## src/rtl/acks_fifo.sv

```systemverilog
// acks_fifo: 32-bit word FIFO behind the register bank's "acks" register.
//
// A bus write to that register pushes one word and a bus read pops one
// word. Each strobe is answered by a one-cycle acknowledge on the
// following cycle. Overflow and underflow never stall the bus. Instead
// they set sticky flags.
//
// Ports:
//   clk_i     - clock, all logic on the rising edge
//   rst_i     - synchronous active-high reset
//   wr_i      - push strobe (one cycle per bus write)
//   wr_dat_i  - push data, valid with wr_i
//   wack_o    - write acknowledge, one cycle after wr_i
//   rd_i      - pop strobe (one cycle per bus read)
//   rack_o    - read acknowledge, one cycle after rd_i
//   rd_dat_o  - popped word, registered, held until the next pop or clear
//   clr_i     - synchronous flush plus flag clear, overrides everything
//   level_o   - occupancy 0..DEPTH
//   empty_o   - level_o == 0
//   full_o    - level_o == DEPTH
//   ovf_o     - sticky: a push was dropped because the FIFO was full
//   udf_o     - sticky: a pop was attempted on an empty FIFO
//
// Handshake: each strobe is a single-cycle request with no back-pressure.
// Its ack is asserted for exactly the next cycle, whether or not the
// request had any effect. A strobe seen during reset is never acked.
module acks_fifo #(
    parameter int DEPTH = 16,
    parameter int LW    = $clog2(DEPTH) + 1
) (
    input  logic          clk_i,
    input  logic          rst_i,
    input  logic          wr_i,
    input  logic [31:0]   wr_dat_i,
    output logic          wack_o,
    input  logic          rd_i,
    output logic          rack_o,
    output logic [31:0]   rd_dat_o,
    input  logic          clr_i,
    output logic [LW-1:0] level_o,
    output logic          empty_o,
    output logic          full_o,
    output logic          ovf_o,
    output logic          udf_o
);

    localparam int AW = $clog2(DEPTH);
    localparam logic [LW-1:0] DEPTH_L = LW'(DEPTH);

    logic [31:0]   mem_q [DEPTH];

    logic [LW-1:0] wptr_q, wptr_d;
    logic [LW-1:0] rptr_q, rptr_d;
    logic [31:0]   rd_dat_q, rd_dat_d;
    logic          wack_q, rack_q;
    logic          ovf_q, ovf_d;
    logic          udf_q, udf_d;

    logic [LW-1:0] level;
    logic          empty;
    logic          full;
    logic          push_ok;
    logic          pop_ok;

    // Pointers are one bit wider than the address, so full and empty
    // can be told apart. The subtraction wraps modulo 2*DEPTH.
    assign level = wptr_q - rptr_q;
    assign empty = (level == '0);
    assign full  = (level == DEPTH_L);

    // Emptiness and fullness are judged on the state before the edge.
    // A full FIFO can still take a push when a pop frees a slot in the
    // same cycle. The read of the oldest slot uses its old contents.
    assign pop_ok  = rd_i && !clr_i && !empty;
    assign push_ok = wr_i && !clr_i && (!full || rd_i);

    always_comb begin
        wptr_d   = wptr_q;
        rptr_d   = rptr_q;
        rd_dat_d = rd_dat_q;
        ovf_d    = ovf_q;
        udf_d    = udf_q;
        if (clr_i) begin
            wptr_d   = '0;
            rptr_d   = '0;
            rd_dat_d = '0;
            ovf_d    = 1'b0;
            udf_d    = 1'b0;
        end else begin
            if (push_ok) begin
                wptr_d = wptr_q + 1'b1;
            end
            if (wr_i && full && !rd_i) begin
                ovf_d = 1'b1;
            end
            if (rd_i) begin
                if (pop_ok) begin
                    rd_dat_d = mem_q[rptr_q[AW-1:0]];
                    rptr_d   = rptr_q + 1'b1;
                end else begin
                    rd_dat_d = '0;
                    udf_d    = 1'b1;
                end
            end
        end
    end

    always_ff @(posedge clk_i) begin
        if (rst_i) begin
            wptr_q   <= '0;
            rptr_q   <= '0;
            rd_dat_q <= '0;
            wack_q   <= 1'b0;
            rack_q   <= 1'b0;
            ovf_q    <= 1'b0;
            udf_q    <= 1'b0;
        end else begin
            wptr_q   <= wptr_d;
            rptr_q   <= rptr_d;
            rd_dat_q <= rd_dat_d;
            wack_q   <= wr_i;
            rack_q   <= rd_i;
            ovf_q    <= ovf_d;
            udf_q    <= udf_d;
        end
    end

    // Storage has no reset. Only locations below the write pointer are
    // ever read.
    always_ff @(posedge clk_i) begin
        if (!rst_i && push_ok) begin
            mem_q[wptr_q[AW-1:0]] <= wr_dat_i;
        end
    end

    assign wack_o   = wack_q;
    assign rack_o   = rack_q;
    assign rd_dat_o = rd_dat_q;
    assign level_o  = level;
    assign empty_o  = empty;
    assign full_o   = full;
    assign ovf_o    = ovf_q;
    assign udf_o    = udf_q;

endmodule

```

## config.mk

```make
export PLATFORM = sky130hd
export DESIGN_NAME = acks_fifo
export DESIGN_NICKNAME = d
export VERILOG_FILES = /design/src/rtl/acks_fifo.sv
export SDC_FILE = /design/constraint.sdc
export NUM_CORES = 1
export LEC_CHECK = 0
export ABC_AREA = 1
export CORE_ASPECT_RATIO = 1.75
export CORE_MARGIN = 3
export CORE_UTILIZATION = 53
export DETAILED_ROUTE_END_ITERATION = 12
export HOLD_SLACK_MARGIN = 0.06
export PLACE_DENSITY = 0.72
export SLEW_MARGIN = 20
export SYNTH_ARGS = -nofsm -noshare
export SYNTH_HDL_FRONTEND = slang
export SYNTH_SLANG_ARGS = --single-unit
```

## constraint.sdc

```tcl
create_clock -name clk_i -period 3.8 [get_ports clk_i]
set_input_delay 0.76 -clock clk_i [delete_from_list [all_inputs] [get_ports clk_i]]
set_output_delay 0.76 -clock clk_i [all_outputs]
set_load 0.1 [all_outputs]
```

==> impl_metrics.tcl, run 1 <==
set metrics [dict create \
    status "completed" \
    drtIter0Drc 1302 \
    drv_slew 0 \
    start_util_pct 53.9 \
    slowest_stage "fa_1" \
    finalPower_mw 12.7 \
    fmax_mhz 271 \
    synth_cell_types 30 \
    dieHeight_um 279 \
    gp_congestion 0.867 \
    rows 99 \
    pwr_density_cell_mw_per_mm2 491 \
    antenna_found_initial 0 \
    tritoncts "done" \
    finalSetupTns_ns 0 \
    crit_chain "inv_1, ha_1, inv_1, fa_1, or2_2, nor2_4, nand3_1, nor2_4, buf_12" \
    slowest_delay_ns 0.44 \
    dieArea_mm2 0.0453 \
    synth.avg_cell_area_um2 11.5 \
    hp-class "flip-flop to flip-flop" \
    hold_viol 0 \
    async_reset_ff_share_pct 0 \
    yosys_warnings 0 \
    setup_viol 0 \
    cts_buffer_depth 3 \
    grt_pass1_wl_mm 85.1 \
    synthTopCellsByArea "edfxtp_1, nand2_1, nand3_1" \
    root_buffer "clkbuf_16" \
    synth_ff_type "edfxtp_1" \
    clock-sinks 562 \
    worst_setup_path_end_kind "output pin" \
    wl_per_cell_um 21.7 \
    post-synth-top-area-cell "edfxtp_1" \
    grt_pass1_vias 14749 \
    vias 15070 \
    ys_seq_area_share_pct 72.3 \
    yosysMostFrequentCell "nand2_1" \
    rsz0062_at_grt "false" \
    fillers 3225 \
    syn2layout_area_growth_pct 14.6 \
    yosysTopAreaCellShare_pct 67.9 \
    numCtsBuffers 48 \
    crit_buf_inv 3 \
    startpoint_type "flip-flop" \
    max_slew_margin_pct 24.3 \
    n_antenna_cell 0 \
    track_usage_pct 24.7 \
    core-area_mm2 0.0420 \
    dieWidth_um 162 \
    crit_type "flip-flop to output pin" \
    ant_nets 0 \
    syn_area_mm2 0.0226 \
    fin_util_pct 61.8 \
    cp_max_fo 5 \
    ir_worst_vdd_mv 0.399 \
    fin_crit_ns 3.69 \
    place_hpwl_mm 32.5 \
    ys_top_cells_by_count "nand2_1, edfxtp_1, nand3_1" \
    drt-total-wl_mm 56.6 \
    ys_ff_latch 562 \
    nets 2064 \
    crit_family "simple AND/OR/NAND/NOR gates" \
    design_area_mm2 0.0259 \
    overflow 0 \
    postSynthCellCount 1965 \
    synth_edf_count 512 \
    worst_pin_slew_ns 1.13 \
    crit_required_ns 3.04 \
    syn_nets 2012 \
    htree_levels 2 \
    leakagePower_nw 9.05 \
    fin_crit_sh_pct 97.0 \
    clkTransAtPathRegs_ns 0.07 \
    post_dp_cell_area_mm2 0.0240 \
    arrival_ns 2.93 \
    port-buffer-count 79 \
    via_per_inst 5.77 \
    worst_clock_skew_ns 0.0143 \
    clk_latency_ns 0.57 \
    drcViolationCount 0 \
    drive_above_1_share_pct 8.07 \
    maxCapViolations 0 \
    firstDrtPassIters 6 \
    hold_buffers 0 \
    grt_max_degree 197 \
    ios 80 \
    hold_ws_ns 0.457 \
]
[placed cells by master, fill, tap and decap left out]
cell,Yosys,layout
nand3_1,423,423
inv_1,22,21
inv_4,0,1
buf_4,6,30
and2_1,13,13
clkbuf_8,0,2
ha_1,9,9
nor2_4,3,20
clkinv_8,0,1
a21oi_2,6,6
fa_1,1,1
o21ai_0,6,6
nand2_2,9,9
clkinvlp_4,0,4
bufinv_16,0,9
nor2_1,49,32
dfxtp_2,0,1
nor2_8,1,1
clkdlybuf4s50_1,0,72
buf_16,0,8
xor2_1,3,3
dfxtp_1,50,47
nand4_2,1,1
dfxtp_4,0,2
nor4_1,1,1
inv_6,0,1
clkinv_1,0,7
nand3b_2,1,1
inv_2,4,2
nand2_1,689,689
xnor2_1,2,2
edfxtp_1,512,512
clkbuf_1,25,10
o211ai_1,1,1
or2_2,1,1
clkinv_2,0,7
nor3_1,1,1
a21oi_1,40,40
buf_12,1,9
clkbuf_16,0,50
[sequential cells by signal (all words and copies together), names as in the netlist, named ones only]
register and count:
mem_q 512, rd_dat_o 32, rptr_q 5, wptr_q 5, ovf_o 1, rack_o 1
udf_o 1, wack_o 1
[report_power, final]
group,total (mW),switching (mW),internal (mW)
logic,0.756,0.555,0.201
clock network,5.22,2.15,3.07
registers,6.77,0.0120,6.76
total,12.7,2.72,10.0
[timing repair]
action,4_1_cts,5_1_grt
endpoints found under the hold margin,0,0
resized for setup,0,1
setup buffers,0,1
endpoints found under the setup margin,0,2
[worst paths after layout]
path / from / end / slack (ns) / depth (start not counted)
setup / recovery: wptr_q[0] / empty_o / 0.11 / 9
hold / removal: ovf_o / ovf_o / 0.46 / 2
setup reg to reg: wptr_q[0] / mem_q[6][20] / 0.29 / 13
hold reg to reg: ovf_o / ovf_o / 0.46 / 2
[kinds of logic (layout without fill, tap and decap cells)]
family,count (synthesis),count (layout),share of synthesized area (%)
buf+inv,143,234,2.98
flops,562,562,72.3
simple gates,1192,1192,22.6
fa+ha+maj,10,10,0.586
xor+xnor,5,5,0.193
compound gates,53,53,1.28
[metrics by stage]
stage	setup WS, ns	std cells
floorplan	-0.516	1965
global placement	0.440	2510
detailed placement	0.343	2511
CTS	0.101	2600
global route	0.0232	2611
finish	0.115	2611
[metal layers]
| metal | part of all wire [%] | up-vias | GRT usage (%) |
|---|---|---|---|
| met4 | 4.5 | 0 | 11.2 |
| met3 | 6.3 | 133 | 2.89 |
| met1 | 35 | 7368 | 28.4 |
| met2 | 54 | 632 | 45.7 |
| met5 | 0 | - | 0 |
| li1 | - | 6937 | - |
[cell type report]
type / instances / area (um2) / area share (%)
clock buffer: 62 / 1320 / 5.08
timing repair buffer: 119 / 1350 / 5.19
multi-input combinational: 1260 / 5710 / 22.0
clock inverter: 27 / 374 / 1.44
sequential: 562 / 16400 / 63.2
tap: 555 / 694 / 2.68
inverter: 26 / 105 / 0.405
[tightest hold or removal path, stage by stage (launching register included)]
cell and delay [ns]:
dfxtp_1 0.31, inv_1 0.05, a21oi_1 0.05
Power figures use the tool's default switching activity.
==> inputs of run 2 (changes only) <==
Settings changed: CORE_MARGIN 3 to 5.
==> impl_metrics.tcl, run 2 (same netlist as run 1, synthesis figures left out) <==
set metrics [dict create \
    status "completed" \
    core-area_mm2 0.0424 \
    htree_levels 2 \
    finalPower_mw 12.3 \
    hold_ws_ns 0.467 \
    drv_slew 0 \
    port-buffer-count 79 \
    gp_congestion 0.867 \
    crit_chain "inv_1, ha_1, inv_1, fa_1, or2_2, nor2_4, nand3_1, nor2_4, buf_12" \
    wl_per_cell_um 22.4 \
    place_hpwl_mm 35.9 \
    leakagePower_nw 8.84 \
    maxCapViolations 0 \
    pwr_density_cell_mw_per_mm2 482 \
    fmax_mhz 273 \
    drive_above_1_share_pct 7.14 \
    clk_latency_ns 0.57 \
    via_per_inst 5.68 \
    fin_crit_sh_pct 96.3 \
    cts_resized 0 \
    worst_setup_path_end_kind "output pin" \
    rrSetupSlack_ns 0.48 \
    dieArea_mm2 0.0471 \
    numCtsBuffers 45 \
    cp_max_fo 5 \
    grt_max_degree 168 \
    rows 100 \
    crit_required_ns 3.04 \
    rsz0062_at_grt "false" \
    worst_pin_slew_ns 1.13 \
    vias 14727 \
    syn2layout_area_growth_pct 12.5 \
    grt_pass1_wl_mm 87.2 \
    startpoint_type "flip-flop" \
    final_common_cell "nand2_1" \
    antenna_found_initial 0 \
    crit_type "flip-flop to output pin" \
    hp-class "flip-flop to flip-flop" \
    layout_common_cells "nand2_1, edfxtp_1, nand3_1" \
    arrival_ns 2.90 \
    clock-sinks 562 \
    track_usage_pct 24.2 \
    overflow 0 \
    max_slew_margin_pct 24.3 \
    hold_viol 0 \
    fin_crit_ns 3.66 \
    ir_worst_vdd_mv 0.317 \
    tritoncts "done" \
    slowest_stage "fa_1" \
    firstDrtPassIters 6 \
    slowest_delay_ns 0.43 \
    worst_clock_skew_ns 0.0159 \
    ios 80 \
    start_util_pct 53.4 \
    drcViolationCount 0 \
    cts_buffer_depth 3 \
    largest_register_ffs 512 \
    nets 2043 \
    hold_buffers 0 \
    root_buffer "clkbuf_16" \
    grt_pass1_vias 14649 \
    drt-total-wl_mm 58.1 \
    dieWidth_um 166 \
    drtIter0Drc 1250 \
    setup_viol 0 \
    clkTransAtPathRegs_ns 0.07 \
    dieHeight_um 283 \
    ant_nets 0 \
    cts_setup_buffers 0 \
]
run 2: cell type report:
class                           count  area, um2
Fill cell                        3300      16900
Sequential cell                   562      16400
Multi-Input combinational cell   1260       5710
Clock buffer                       58       1240
Timing Repair Buffer              101       1080
Tap cell                          561        702
Clock inverter                     23        251
Inverter                           26        105
Antenna cell                        1       2.50
run 2: report_power, final:
part / leakage, nW / switching [mW] / internal, mW
Clock: 0.721 / 2.09 / 2.65
Combinational: 3.10 / 0.574 / 0.191
Sequential: 5.01 / 0.0144 / 6.76
run 2: critical path: cells and delay by family, from the launching register on:
| kind | cells | cell delay, ns |
|---|---|---|
| adders and majority gates | 2 | 0.64 |
| buffers and inverters | 3 | 0.41 |
| DFF | 1 | 0.41 |
| and+or+nand+nor | 4 | 0.86 |
run 2: metal layers:
metal	part of all wire (%)	track usage (%)	up-vias
met5	0	0	-
met4	7.3	15.1	0
met3	5.0	2.65	182
met2	54	44.6	583
met1	34	26.5	7070
li1	-	-	6892
run 2: path summary, 6_finish.rpt:
| path | cells past startpoint | to | startpoint |
|---|---|---|---|
| worst max-delay path | 9 | empty_o | wptr_q[0] |
| worst min-delay path | 2 | rd_dat_o[3] | rd_dat_o[3] |
| worst max register to register | 12 | mem_q[6][20] | wptr_q[0] |
| worst min register to register | 2 | rd_dat_o[3] | rd_dat_o[3] |
run 2: through the flow:
stage | setup WS (ns) | cells | instance area (um2) | utilization [%] | setup TNS [ns]
final | 0.139 | 2592 | 25500 | 60.0 | 0
after global routing | 0.00607 | 2591 | 25500 | 60.0 | 0
after CTS | 0.117 | 2589 | 25400 | 59.9 | 0
after detailed placement | 0.378 | 2508 | 23900 | 56.4 | 0
after global placement | 0.421 | 2508 | 23900 | 56.4 | 0
after floorplan | -0.516 | 1965 | 22600 | - | -221.54
==> inputs of run 3 (changes only) <==
Settings changed: SLEW_MARGIN 20 to unset.
==> impl_metrics.tcl, run 3 (same netlist as run 1, synthesis figures left out) <==
set metrics [dict create \
    pwr_density_cell_mw_per_mm2 484 \
    drcViolationCount 0 \
    leakagePower_nw 8.82 \
    p_int_mw 9.60 \
    worst_setup_path_end_kind "output pin" \
    crit_type "flip-flop to output pin" \
    grt_max_degree 168 \
    power_frac_clock_pct 38.6 \
    fin_crit_sh_pct 96.4 \
    largest_register_ffs 512 \
    nets 2041 \
    design_area_mm2 0.0254 \
    numCtsBuffers 45 \
    root_buffer "clkbuf_16" \
    startpoint_type "flip-flop" \
    combPwrFrac_pct 6.2 \
    ir_worst_vdd_mv 0.316 \
    dieWidth_um 166 \
    regArea_mm2 0.0164 \
    maxCapViolations 0 \
    fin_crit_ns 3.66 \
    rows 100 \
    dieHeight_um 283 \
    drtIter0Drc 1317 \
    setup_viol 0 \
    hold_buffers 0 \
    finalPower_mw 12.3 \
    arrival_ns 2.90 \
    grt_pass1_vias 14650 \
    hold_depth 2 \
    worst_clock_skew_ns 0.0202 \
    clock-sinks 562 \
    clk_latency_ns 0.58 \
    dieArea_mm2 0.0471 \
    fmax_mhz 273 \
    start_util_pct 53.4 \
    multi_input_area_mm2 0.00571 \
    ios 80 \
    cts_resized 0 \
    grt_pass1_wl_mm 87.2 \
    post_dp_cell_area_mm2 0.0239 \
    fillers 3310 \
    via_per_inst 5.70 \
    switching_power_mw 2.69 \
    port-buffer-count 79 \
    r2r_cells 12 \
    track_usage_pct 24.2 \
    ant_nets 0 \
    place_hpwl_mm 35.9 \
    cts_setup_buffers 0 \
    drt-total-wl_mm 58.2 \
    crit_required_ns 3.04 \
    layout_common_cells "nand2_1, edfxtp_1, nand3_1" \
    cp_max_fo 5 \
    clkTransAtPathRegs_ns 0.07 \
    vias 14766 \
    drive_above_1_share_pct 7.00 \
    hold_viol 0 \
    tritoncts "done" \
    htree_levels 2 \
    wl_per_cell_um 22.5 \
    core-area_mm2 0.0424 \
    firstDrtPassIters 8 \
    switching_share_pct 21.9 \
    syn2layout_area_growth_pct 12.3 \
    drv_slew 0 \
    antenna_found_initial 0 \
    final_common_cell "nand2_1" \
    overflow 0 \
    cts_buffer_depth 3 \
    gp_congestion 0.867 \
    rsz0062_at_grt "false" \
    max_slew_margin_pct 16.6 \
    worst_pin_slew_ns 1.25 \
    status "completed" \
    hp-class "flip-flop to flip-flop" \
    power_frac_seq_pct 55.1 \
    fin_util_pct 59.9 \
]
## run 3: cell types whose count changed in the layout (fill, tap and decap cells not counted)
| cell | delta |
|---|---|
| inv_1 | +1 |
| buf_16 | -2 |
| inv_2 | -1 |
## run 3: layer usage
layer  up-vias  share of wire, %  track usage [%]
li1       6889                 -                -
met1      7168                34             26.5
met2       529                54             44.6
met3       180               4.5             2.65
met4         0               7.4             15.1
met5         -                 0                0
## run 3: power by group through the flow
stage | logic [mW] | registers (mW) | clock network [mW]
CTS | 0.769 | 6.78 | 4.79
global placement | 0.757 | 6.91 | 0
floorplan | 0.393 | 6.97 | 0
global route | 0.817 | 6.77 | 5.04
finish | 0.766 | 6.78 | 4.75
detailed placement | 0.767 | 6.91 | 0
## run 3: final timing paths
kind                                  start      endpoint  slack, ns
worst max-delay path              wptr_q[0]       empty_o       0.14
worst min-delay path            rd_dat_o[3]   rd_dat_o[3]       0.47
worst max register to register    wptr_q[0]  mem_q[4][10]       0.45
worst min register to register  rd_dat_o[3]   rd_dat_o[3]       0.47
## run 3: critical path, stage by stage, from the launching register on
cell and delay (ns):
dfxtp_1 0.42, inv_1 0.12, ha_1 0.21, inv_1 0.09, fa_1 0.43, or2_2 0.33
nor2_4 0.14, nand3_1 0.17, nor2_4 0.22, buf_12 0.20
## run 3: final cells by class
type                            instances  area share (%)
Antenna cell                            1         0.00985
Clock buffer                           58            4.87
Clock inverter                         23           0.990
Inverter                               26           0.414
Multi-Input combinational cell       1260            22.5
Sequential cell                       562            64.5
Tap cell                              561            2.76
Timing Repair Buffer                   99            4.02
## run 3: per-stage QoR
stage	setup TNS, ns	hold WS, ns	setup slack [ns]	instances
after global placement	0	0.439	0.421	2508
after detailed placement	0	0.457	0.378	2508
final	0	0.468	0.135	2590
after CTS	0	0.469	0.117	2589
after global routing	0	0.482	0.00607	2589
after floorplan	-221.54	0.477	-0.516	1965
